<file path="src/rtl/prv32_alu_unit_if.sv">
// Operand/result bundle between the prv32 execute stage and its ALU.
// The master drives the operands and opcode. The slave returns the registered result and the adder flags.
interface prv32_alu_unit_if;
  logic [31:0] a;
  logic [31:0] b;
  logic [4:0]  shamt;
  logic [3:0]  alufn;
  logic [31:0] r;
  logic        cf;
  logic        zf;
  logic        vf;
  logic        sf;

  modport master (
    output a, b, shamt, alufn,
    input  r, cf, zf, vf, sf
  );

  modport slave (
    input  a, b, shamt, alufn,
    output r, cf, zf, vf, sf
  );
endinterface

</file>
<file path="src/rtl/prv32_alu_unit.sv">
// 32-bit prv32 ALU with one shared add/sub adder, a logic unit, shifts and set-less-than.
// The result and the flags are registered, so every operation has a latency of 1 cycle.
module prv32_alu_unit (
  input  logic              clk,
  input  logic              rst_n,
  prv32_alu_unit_if.slave   alu
);

  logic [31:0] op_b;
  logic [32:0] add_full;
  logic [31:0] sum;
  logic        c_next;
  logic        zf_next;
  logic        vf_next;
  logic        sf_next;
  logic [31:0] r_next;

  logic [31:0] r_reg;
  logic        cf_reg;
  logic        zf_reg;
  logic        vf_reg;
  logic        sf_reg;

  // Bit 0 of alufn selects subtract: invert b here and carry the +1 in below.
  generate
    for (genvar gi = 0; gi < 32; gi++) begin : g_opb
      assign op_b[gi] = alu.b[gi] ^ alu.alufn[0];
    end
  endgenerate

  assign add_full = {1'b0, alu.a} + {1'b0, op_b} + {32'd0, alu.alufn[0]};
  assign sum      = add_full[31:0];
  assign c_next   = add_full[32];
  assign zf_next  = (sum == 32'd0);
  assign sf_next  = sum[31];
  assign vf_next  = (alu.a[31] == op_b[31]) && (sum[31] != alu.a[31]);

  always_comb begin
    r_next = 32'd0;
    case (alu.alufn)
      4'b0000, 4'b0001: r_next = sum;
      4'b0011:          r_next = alu.b;
      4'b0100:          r_next = alu.a | alu.b;
      4'b0101:          r_next = alu.a & alu.b;
      4'b0111:          r_next = alu.a ^ alu.b;
      4'b1000:          r_next = alu.a >> alu.shamt;
      4'b1010:          r_next = $unsigned($signed(alu.a) >>> alu.shamt);
      4'b1001:          r_next = alu.a << alu.shamt;
      // The compares use alufn[0]=1, so the adder is already computing a-b.
      4'b1101:          r_next = {31'd0, sf_next != vf_next};
      4'b1111:          r_next = {31'd0, ~c_next};
      default:          r_next = 32'd0;
    endcase
  end

  always_ff @(posedge clk) begin
    if (!rst_n) begin
      r_reg  <= 32'd0;
      cf_reg <= 1'b0;
      zf_reg <= 1'b0;
      vf_reg <= 1'b0;
      sf_reg <= 1'b0;
    end else begin
      r_reg  <= r_next;
      cf_reg <= c_next;
      zf_reg <= zf_next;
      vf_reg <= vf_next;
      sf_reg <= sf_next;
    end
  end

  assign alu.r  = r_reg;
  assign alu.cf = cf_reg;
  assign alu.zf = zf_reg;
  assign alu.vf = vf_reg;
  assign alu.sf = sf_reg;

endmodule

</file>
<file path="src/flat_wrapper.sv">
// flat-port wrapper written by rule: the top's interface ports become plain ports
module prv32_alu_unit_flat 
  (clk, rst_n, alu_a, alu_b, alu_shamt, alu_alufn, alu_r, alu_cf, alu_zf, alu_vf, alu_sf);
  prv32_alu_unit_if alu_i ();
  input  logic clk;
  input  logic rst_n;
  input wire logic [$bits(alu_i.a)-1:0] alu_a;
  input wire logic [$bits(alu_i.b)-1:0] alu_b;
  input wire logic [$bits(alu_i.shamt)-1:0] alu_shamt;
  input wire logic [$bits(alu_i.alufn)-1:0] alu_alufn;
  output wire logic [$bits(alu_i.r)-1:0] alu_r;
  output wire logic [$bits(alu_i.cf)-1:0] alu_cf;
  output wire logic [$bits(alu_i.zf)-1:0] alu_zf;
  output wire logic [$bits(alu_i.vf)-1:0] alu_vf;
  output wire logic [$bits(alu_i.sf)-1:0] alu_sf;
  assign alu_i.a = alu_a;
  assign alu_i.b = alu_b;
  assign alu_i.shamt = alu_shamt;
  assign alu_i.alufn = alu_alufn;
  assign alu_r = alu_i.r;
  assign alu_cf = alu_i.cf;
  assign alu_zf = alu_i.zf;
  assign alu_vf = alu_i.vf;
  assign alu_sf = alu_i.sf;
  prv32_alu_unit u_core (.clk(clk), .rst_n(rst_n), .alu(alu_i));
endmodule
</file>
<file path="config.mk">
export PLATFORM = sky130hd
export DESIGN_NAME = prv32_alu_unit_flat
export DESIGN_NICKNAME = d
export VERILOG_FILES = /design/src/rtl/prv32_alu_unit_if.sv /design/src/rtl/prv32_alu_unit.sv /design/src/flat_wrapper.sv
export SDC_FILE = /design/constraint.sdc
export NUM_CORES = 1
export LEC_CHECK = 0
export ABC_AREA = 1
export BUFFER_PORTS_ARGS = -buffer_cell sky130_fd_sc_hd__buf_2
export CAP_MARGIN = 30
export CELL_PAD_IN_SITES_DETAIL_PLACEMENT = 0
export CELL_PAD_IN_SITES_GLOBAL_PLACEMENT = 1
export CORE_ASPECT_RATIO = 0.8
export CORE_MARGIN = 2
export CORE_UTILIZATION = 35
export CTS_BUF_LIST = sky130_fd_sc_hd__clkbuf_8 sky130_fd_sc_hd__clkbuf_16
export CTS_CLUSTER_DIAMETER = 40
export DETAILED_ROUTE_END_ITERATION = 10
export HOLD_SLACK_MARGIN = 0.12
export PLACE_DENSITY_LB_ADDON = 0.1
export SETUP_SLACK_MARGIN = 0.4
export SLEW_MARGIN = 25
export SYNTH_ARGS = -nofsm -noshare
export SYNTH_HDL_FRONTEND = slang
export SYNTH_SLANG_ARGS = --single-unit
</file>
<file path="constraint.sdc">
create_clock -name clk -period 7.8 [get_ports clk]
set_input_delay 1.95 -clock clk [delete_from_list [all_inputs] [get_ports clk]]
set_output_delay 1.95 -clock clk [all_outputs]
set_load 0.02 [all_outputs]
</file>
==> PnR_summary.wiki, run 1 <==
{| class="wikitable"
! Metric !! Value
|-
| Outcome || finished, final reports clean
|-
| Die width || 188 um
|-
| Hold Path Class || primary input to register
|-
| Number of post-CTS setup repair buffers || 0
|-
| Placer Congestion || 1.01
|-
| Detailed-route DRC error count || 0
|-
| Number of maximum-capacitance constraint violations || 0
|-
| Commonest cells post-synth || nand2_1, inv_1, nor2_1
|-
| Area grow syn2layout || 8.93%
|-
| Setup TNS || 0 ns
|-
| Yosys cell types || 51
|-
| Share of the core filled with cells || 39.0%
|-
| Residual overflow from global routing || 0
|-
| Tcrit/Tclk final || 66.2%
|-
| #FFs+latches synth || 36
|-
| Maximum number of pins on one net before global-route repair || 59
|-
| Reg area || 721 um2
|-
| Dominant cells by area after synthesis || nand2_1, ha_1, dfxtp_1, inv_1, nand3_1
|-
| Initial standard-cell utilization of the core || 35.8%
|-
| Total Die Area || 28300 um2
|-
| Final std cells w/o fill || 2154
|-
| NumNets Final || 1968
|-
| Master of the slowest instance on the critical path || buf_2
|-
| Max FFs per register || 32
|-
| Worst stage delay on the critical path || 0.49 ns
|-
| Clock tree sinks || 36
|-
| Power density over the cells || 118 nW/um2
|-
| First drt pass iteration count || 7
|-
| Net Count, Synth || 1915
|-
| Post-synth top area cell || nand2_1
|-
| Clock tree from TritonCTS || built
|-
| Critical path data required time || 8.03 ns
|-
| Synth top area share || 24.3%
|-
| Antenna cell count || 0
|-
| Total routing usage reported by global routing || 33.4%
|-
| Proportion of layout cells with a drive suffix above 1 || 10.6%
|-
| Iter 0 DRT Violations || 1302
|-
| Vias per inst || 5.53
|-
| Number of buffers added by the clock tree synthesis step || 5
|-
| Yosys warns || 0
|-
| Setup repair after global routing missed its margin || false
|-
| Routed wire length per instance || 22.3 um
|-
| Static Leak || 5.50 nW
|-
| Number of antenna violations at the first check in global routing || 0
|-
| Core Region || 26400 um2
|-
| Cells after Synth || 1743
|-
| Design Power || 1.22 mW
|-
| Number of hold violations in the final report || 0
|-
| Combined area of all synthesized cells || 9450 um2
|-
| CTS-repair resized insts || 0
|-
| Fraction of the yosys area taken by sequential cells || 7.63%
|-
| Max-slew headroom at the worst pin || 38.6%
|-
| Critical path, cell by cell || buf_2, buf_4, xor2_1, ha_1, nand2_1, nor2_1, inv_1, nor2_1, nand4_1, nand4_1, nand2_1, inv_1, nand3_1, nor2_1, nand3_1, nor2_1
|-
| Worst hold stages || 3
|-
| Top Ports || 111
|-
| Most common cell in the netlist || nand2_1
|-
| Global-route wire length before repair || 69.8 mm
|-
| Mean Syn Cell Area || 5.42 um2
|-
| Clock root cell || clkbuf_16
|-
| Number of hold buffers added after CTS || 0
|-
| Kind of end point of the critical path || register
|-
| Die Y || 151 um
|-
| Area of combinational cells with multiple inputs || 7540 um2
|-
| Site row count || 53
|-
| Data arrival at the endpoint of the critical path || 5.40 ns
|-
| Placed wire-length estimate after detailed placement || 39.6 mm
|-
| Total via count in the routed design || 11901
|-
| Total routed wirelength || 48.1 mm
|-
| Critical Path Source Type || primary input
|-
| Total of fill cells in the finished design || 3170
|-
| Maximum level of the CTS H-tree || 2
|-
| Via count of the first global-routing pass || 10642
|-
| Maximum vdd ir drop || 0.102 mV
|-
| Count of input and output buffers || 110
|-
| Clock tree buffer depth || 2
|-
| Final Max Tran Viols || 0
|-
| Commonest register cell after synthesis || dfxtp_1
|-
| Fmax || 0.194 GHz
|-
| Critical path type || primary input to register
|-
| Minimum clock period after layout || 5.16 ns
|-
| Setup violation total in the final timing report || 0
|-
| Most frequent cell on the critical path || nor2_1
|-
| Clock-pin slew on the worst setup and hold paths || 0.07 ns
|-
| Post-synth EDFFs || 0
|-
| Number of routed nets with antenna violations || 0
|-
| Pin slew with the least headroom to its limit || 0.921 ns
|-
| Share of async-settable or async-resettable flops after synthesis || 0%
|-
| Count of placed standard cells including taps || 2146
|-
| Maximum fanout along the worst path || 21
|}
metrics by stage:
step / cell area (um2) / setup slack (ns) / hold slack [ns]
finish: 10300 / 2.64 / 2.03
floorplan: 9450 / 3.55 / 2.15
CTS: 10300 / 2.77 / 2.02
global placement: 10100 / 2.43 / 2.33
global route: 10300 / 2.39 / 2.05
detailed placement: 10100 / 2.48 / 2.32
final cells by class:
cell class | count | area share [%]
clock buffer | 5 | 1.22
inverter | 207 | 7.55
sequential | 36 | 7.00
tap | 357 | 4.34
clock inverter | 3 | 0.207
multi-input combinational | 1421 | 73.2
timing repair buffer | 125 | 6.44
metal layers:
layer,part of all wire [%],GRT usage [%],vias up
met3,9.4,6.97,52
met2,40,48.9,546
met4,2.1,7.40,0
met5,0,0,-
li1,-,-,5807
met1,49,49.7,5496
cells by family after synthesis:
family          synth area share, %
compound gates                 21.1
xor+xnor                       3.15
fa+ha+maj                      12.9
buf+inv                        12.6
flops                          7.63
mux                            1.19
simple gates                   41.4
path summary, 6_finish.rpt:
kind | start | end
setup / recovery | alu_alufn[0] | u_core.alu.zf$_SDFF_PN0_
hold / removal | rst_n | u_core.alu.r[21]$_SDFF_PN0_
critical path: cells and delay by family:
kind | cells | cell delay [ns]
and+or+nand+nor | 10 | 1.82
buffers and inverters | 4 | 1.09
adders and majority gates | 1 | 0.38
xor gates and xnor gates | 1 | 0.12
layout by cell type, fill, tap and decap left out, drive strengths merged, types with 4 or more instances in the layout:
cell	n
a21oi	96
a221oi	7
a22o	5
a31oi	4
buf	125
clkbuf	5
dfxtp	36
ha	96
inv	208
mux2i	10
nand2	621
nand3	121
nand3b	10
nand4	21
nor2	135
nor3	22
nor4	5
o2111ai	4
o211ai	39
o21a	7
o21ai	154
o21bai	5
o22ai	11
xor2	32
where the power goes:
| group | leakage (nW) | switching (mW) | internal [mW] | total [mW] |
|---|---|---|---|---|
| sequential | 0.295 | 0.00547 | 0.199 | 0.205 |
| combinational | 5.14 | 0.568 | 0.225 | 0.794 |
| clock | 0.0702 | 0.0983 | 0.119 | 0.218 |
| total | 5.50 | 0.672 | 0.544 | 1.22 |
No activity file was read; power rests on OpenSTA's default activity.
==> inputs of run 2 (changes only) <==
Clock period 7.8 ns to 4.4 ns, I/O delays scaled along.
==> run 2 against run 1 <==
Net effect:
- largest power group unchanged
- clock power rose by 110%
- via count is 0.55% higher
- sequential share of layout area decreased by 0.14 points
- final area is 2.1% higher
- setup slack lost 1.9 ns
- final cell count grew 0.79%
==> PnR_summary.wiki, run 2 (synthesized netlist as in run 1, its figures left out) <==
{| class="wikitable"
! Metric !! Value
|-
| Setup TNS || 0 ns
|-
| Max-slew headroom at the worst pin || 38.9%
|-
| CTS-repair resized insts || 0
|-
| Number of hold buffers added after CTS || 0
|-
| Setup violation total in the final timing report || 0
|-
| Count of input and output buffers || 110
|-
| Hold path start || rst_n
|-
| Core Region || 26400 um2
|-
| Clock tree from TritonCTS || built
|-
| Critical path type || primary input to register
|-
| Reg area || 721 um2
|-
| Data arrival at the endpoint of the critical path || 3.79 ns
|-
| Worst Path Buf+Inv || 2
|-
| Clock root cell || clkbuf_16
|-
| Setup repair after global routing missed its margin || false
|-
| Via count of the first global-routing pass || 10723
|-
| Number of post-CTS setup repair buffers || 0
|-
| Master of the slowest instance on the critical path || fa_1
|-
| Maximum fanout along the worst path || 16
|-
| Outcome || finished, final reports clean
|-
| Number of buffers added by the clock tree synthesis step || 5
|-
| Global-route wire length before repair || 71.2 mm
|-
| Crit path max-delay family || simple AND/OR/NAND/NOR gates
|-
| Total of fill cells in the finished design || 3147
|-
| Vias per inst || 5.51
|-
| NumNets Final || 1985
|-
| Iter 0 DRT Violations || 1273
|-
| Critical path, cell by cell || buf_2, buf_4, xor2_1, fa_1, nand2_1, nand2_1, nand3_1, nand2_1, nand2_1, nand2_1, nand2_1, nand2_1, nand2_1, nand2_1, nor2_1, nor2_1
|-
| Critical path data required time || 4.58 ns
|-
| Number of routed nets with antenna violations || 0
|-
| Design Power || 2.24 mW
|-
| Maximum vdd ir drop || 0.193 mV
|-
| Placed wire-length estimate after detailed placement || 40.6 mm
|-
| Total Die Area || 28300 um2
|-
| Most frequent standard cell in the layout excluding fill and tap cells || nand2_1
|-
| Maximum number of pins on one net before global-route repair || 65
|-
| Area grow syn2layout || 11.2%
|-
| Number of hold violations in the final report || 0
|-
| Source of the critical timing path || alu_alufn[0]
|-
| Initial standard-cell utilization of the core || 35.8%
|-
| Top Ports || 111
|-
| Total routing usage reported by global routing || 33.9%
|-
| Total via count in the routed design || 11966
|-
| Critical Path Source Type || primary input
|-
| Pin slew with the least headroom to its limit || 0.915 ns
|-
| Site row count || 53
|-
| Antenna cell count || 0
|-
| Worst stage delay on the critical path || 0.49 ns
|-
| First drt pass iteration count || 6
|-
| Die width || 188 um
|-
| Power density over the cells || 213 nW/um2
|-
| Detailed-route DRC error count || 0
|-
| Clock tree sinks || 36
|-
| Number of maximum-capacitance constraint violations || 0
|-
| Endpoint with the worst hold slack || u_core.alu.r[22]$_SDFF_PN0_
|-
| Area of combinational cells with multiple inputs || 7540 um2
|-
| Die Y || 151 um
|-
| Residual overflow from global routing || 0
|-
| Max FFs per register || 32
|-
| Routed wire length per instance || 22.4 um
|-
| Minimum clock period after layout || 3.61 ns
|-
| Maximum level of the CTS H-tree || 2
|-
| Placer Congestion || 1.02
|-
| Final Max Tran Viols || 0
|-
| Most frequent cells in the layout || nand2_1, inv_1, nor2_1
|-
| Clock-pin slew on the worst setup and hold paths || 0.07 ns
|-
| Kind of end point of the critical path || register
|-
| Static Leak || 5.62 nW
|-
| Worst hold stages || 3
|-
| Most frequent cell on the critical path || nand2_1
|-
| Total routed wirelength || 48.7 mm
|-
| Number of antenna violations at the first check in global routing || 0
|-
| Clock tree buffer depth || 2
|-
| Tcrit/Tclk final || 82.1%
|-
| Proportion of layout cells with a drive suffix above 1 || 11.5%
|-
| Hold Path Class || primary input to register
|-
| Fmax || 0.277 GHz
|}
run 2: cell count changes in the layout (fill, tap and decap cells not counted):
cell,previous run,this run
buf_4,15,27
bufinv_16,0,1
clkinv_2,1,0
buf_12,0,5
run 2: worst max-delay path by stage:
| stage | to | slack [ns] | cells after the start |
|---|---|---|---|
| finish | u_core.alu.r[12]$_SDFF_PN0_ | 0.79 | 16 |
| global route | u_core.alu.r[12]$_SDFF_PN0_ | 0.49 | 16 |
| CTS | u_core.alu.r[12]$_SDFF_PN0_ | 0.81 | 16 |
| detailed placement | u_core.alu.r[12]$_SDFF_PN0_ | 0.52 | 16 |
| global placement | u_core.alu.r[12]$_SDFF_PN0_ | 0.55 | 16 |
| floorplan | u_core.alu.zf$_SDFF_PN0_ | 1.00 | 16 |
run 2: power breakdown:
group          leakage, nW  switching [mW]  total, mW  internal [mW]
Sequential           0.295         0.00750      0.360          0.353
Combinational         5.25            1.02       1.43          0.416
Clock               0.0804           0.176      0.447          0.270
run 2: layout make-up:
cell class / count / area share, %
Tap cell: 357 / 4.25
Clock inverter: 3 / 0.441
Sequential cell: 36 / 6.86
Inverter: 207 / 7.40
Timing Repair Buffer: 142 / 8.12
Multi-Input combinational cell: 1421 / 71.7
Clock buffer: 5 / 1.19
run 2: layer usage:
layer	vias up	track usage, %	wire length [um]	share of wire, %
met3	46	6.93	4700	9.7
met1	5546	51.9	24000	49
met4	0	7.20	960	2.0
met2	538	47.8	19000	39
met5	-	0	0	0
li1	5836	-	-	-
run 2: stage by stage:
stage / setup slack [ns] / area, um2 / instances / hold slack, ns / utilization [%]
6_report: 0.787 / 10500 / 2171 / 1.14 / 39.8
5_1_grt: 0.494 / 10500 / 2171 / 1.17 / 39.8
4_1_cts: 0.813 / 10500 / 2171 / 1.14 / 39.8
3_5_place_dp: 0.518 / 10300 / 2163 / 1.45 / 39.2
3_3_place_gp: 0.547 / 10300 / 2163 / 1.45 / 39.2
2_1_floorplan: 1.00 / 9450 / 1743 / 1.30 / -
==> inputs of run 3 (changes only) <==
Clock period 4.4 ns to 3.1 ns, I/O delays scaled along.
==> run 3 against run 2 <==
Net effect:
- setup slack got worse by 0.46 ns
- flip-flop and latch count is the same
- non-clock buffer count increased by 199
==> PnR_summary.wiki, run 3 (synthesized netlist as in run 1, its figures left out) <==
{| class="wikitable"
! Metric !! Value
|-
| Final Max Tran Viols || 0
|-
| Count of placed standard cells including taps || 2318
|-
| Fmax || 0.360 GHz
|-
| Number of routed nets with antenna violations || 0
|-
| Data arrival at the endpoint of the critical path || 3.01 ns
|-
| Core Region || 26400 um2
|-
| Number of maximum-capacitance constraint violations || 0
|-
| Residual overflow from global routing || 0
|-
| Post-route design area || 14000 um2
|-
| Placer Congestion || 1.01
|-
| Area grow syn2layout || 47.7%
|-
| Site row count || 53
|-
| Maximum number of pins on one net before global-route repair || 68
|-
| Routed wire length per instance || 22.0 um
|-
| Total via count in the routed design || 12899
|-
| Power density over the cells || 299 nW/um2
|-
| Most frequent standard cell in the layout excluding fill and tap cells || nand2_1
|-
| Worst hold stages || 3
|-
| Internal portion of total power || 2.05 mW
|-
| Via count of the first global-routing pass || 11495
|-
| Clock-pin slew on the worst setup and hold paths || 0.07 ns
|-
| Kind of end point of the critical path || register
|-
| Number of antenna violations at the first check in global routing || 0
|-
| Clock tree from TritonCTS || built
|-
| Critical path type || primary input to register
|-
| Initial standard-cell utilization of the core || 35.8%
|-
| Minimum clock period after layout || 2.78 ns
|-
| NumNets Final || 2184
|-
| Pre-CTS WS || -0.228 ns
|-
| Number of buffers added by the clock tree synthesis step || 5
|-
| Net switching power || 2.13 mW
|-
| Fraction of power consumed by sequential logic || 12.2%
|-
| Antenna cell count || 0
|-
| Grt met1 use || 52.6%
|-
| Met2 Usage GRT || 50.6%
|-
| Top Ports || 111
|-
| Net switching share of the total power || 51.0%
|-
| Highest-utilization routing layer at the global route stage || met1
|-
| Setup repair after global routing missed its margin || true
|-
| Final std cells w/o fill || 2370
|-
| Worst setup slack after layout || 0.324 ns
|-
| Pin slew with the least headroom to its limit || 0.577 ns
|-
| GR Util met3 || 6.12%
|-
| Die width || 188 um
|-
| Clock tree buffer depth || 2
|-
| Detailed-route DRC error count || 0
|-
| Clock share of power || 15.1%
|-
| Vias per inst || 5.44
|-
| Outcome || finished, final reports clean
|-
| Maximum vdd ir drop || 0.212 mV
|-
| Cell area after placement || 11600 um2
|-
| Clock tree sinks || 36
|-
| Hold path start || rst_n
|-
| Proportion of layout cells with a drive suffix above 1 || 35.0%
|-
| First drt pass iteration count || 5
|-
| Max-slew headroom at the worst pin || 61.3%
|-
| Setup violation total in the final timing report || 0
|-
| Static Leak || 7.10 nW
|-
| Clock root cell || clkbuf_16
|-
| Number of hold buffers added after CTS || 0
|-
| Total routed wirelength || 52.2 mm
|-
| Tcrit/Tclk final || 89.6%
|-
| Maximum fanout along the worst path || 5
|-
| Share of power burned in combinational logic || 72.7%
|-
| Global-route wire length before repair || 73.6 mm
|-
| Critical path data required time || 3.34 ns
|-
| Total Die Area || 28300 um2
|-
| Die Y || 151 um
|-
| Placed wire-length estimate after detailed placement || 41.7 mm
|-
| Max FFs per register || 32
|-
| Hold Path Class || primary input to register
|-
| Iter 0 DRT Violations || 1199
|-
| Maximum level of the CTS H-tree || 2
|-
| Critical Path Source Type || primary input
|-
| Endpoint with the worst hold slack || u_core.alu.r[21]$_SDFF_PN0_
|-
| Number of hold violations in the final report || 0
|-
| Most frequent cells in the layout || nand2_1, buf_4, inv_1
|-
| Total routing usage reported by global routing || 35.2%
|-
| Count of input and output buffers || 110
|}
-- run 3: cell count changes in the layout (fill, tap and decap cells not counted), sizes merged --
cell | previous run | this run
buf | 142 | 339
bufbuf | 0 | 1
clkbuf | 5 | 6
inv | 208 | 206
clkinv | 0 | 2
-- run 3: how the worst max path moves through the flow --
stage	from	endpoint	slack [ns]	depth (start not counted)
3_5_place_dp	alu_alufn[0]	u_core.alu.zf$_SDFF_PN0_	-0.23	17
5_1_grt	alu_alufn[0]	u_core.alu.zf$_SDFF_PN0_	0.18	16
4_1_cts	alu_alufn[0]	u_core.alu.zf$_SDFF_PN0_	0.29	16
2_1_floorplan	alu_alufn[0]	u_core.alu.zf$_SDFF_PN0_	0.40	16
3_3_place_gp	alu_alufn[0]	u_core.alu.zf$_SDFF_PN0_	-0.18	18
6_report	alu_alufn[0]	u_core.alu.zf$_SDFF_PN0_	0.32	15
-- run 3: cell type report --
class,instances,area [um2]
clock buffers,5,125
clock inverters,3,42.5
inverters,207,797
well taps,357,447
repair buffers,341,2640
fillers,2797,12400
flip-flops and latches,36,721
multi-input cells,1421,9180
-- run 3: metal layers --
| layer | vias to the layer above | routed length, um |
|---|---|---|
| li1 | 6235 | - |
| met1 | 5973 | 25000 |
| met3 | 80 | 4520 |
| met4 | 0 | 1690 |
| met2 | 611 | 21100 |
| met5 | - | 0 |
-- run 3: power groups by stage --
stage	combinational [mW]	clock (mW)	sequential, mW
after global placement	2.28	0	0.522
after CTS	2.46	0.635	0.512
after global routing	3.24	0.646	0.514
after floorplan	1.24	0	0.571
after detailed placement	2.28	0	0.523
final	3.04	0.629	0.512
-- run 3: repair_timing --
item,4_1_cts,5_1_grt
resized for setup,119,335
pin swaps,40,162
setup buffers,13,26
cloned,4,1
setup endpoints to repair,31,35
-- run 3: critical path, cell delays in order --
cell       delay (ns)
buf_12           0.13
clkbuf_16        0.17
xor2_1           0.16
ha_1             0.37
a21oi_2          0.23
nand2_2          0.15
a21oi_4          0.23
nand3_1          0.11
nand2_1          0.10
nand2_2          0.10
inv_2            0.07
nand3_2          0.09
nor2_4           0.11
nand3_1          0.09
nor2_1           0.10
-- run 3: metrics by stage --
step | total power [mW] | util [%] | TNS [ns] | hold WS (ns)
2_1_floorplan | 1.81 | - | 0 | 0.976
3_3_place_gp | 2.80 | 43.9 | -1.25 | 1.14
3_5_place_dp | 2.80 | 43.9 | -1.57 | 1.14
4_1_cts | 3.61 | 46.9 | 0 | 0.820
5_1_grt | 4.40 | 52.9 | 0 | 0.862
6_report | 4.18 | 52.9 | 0 | 0.846
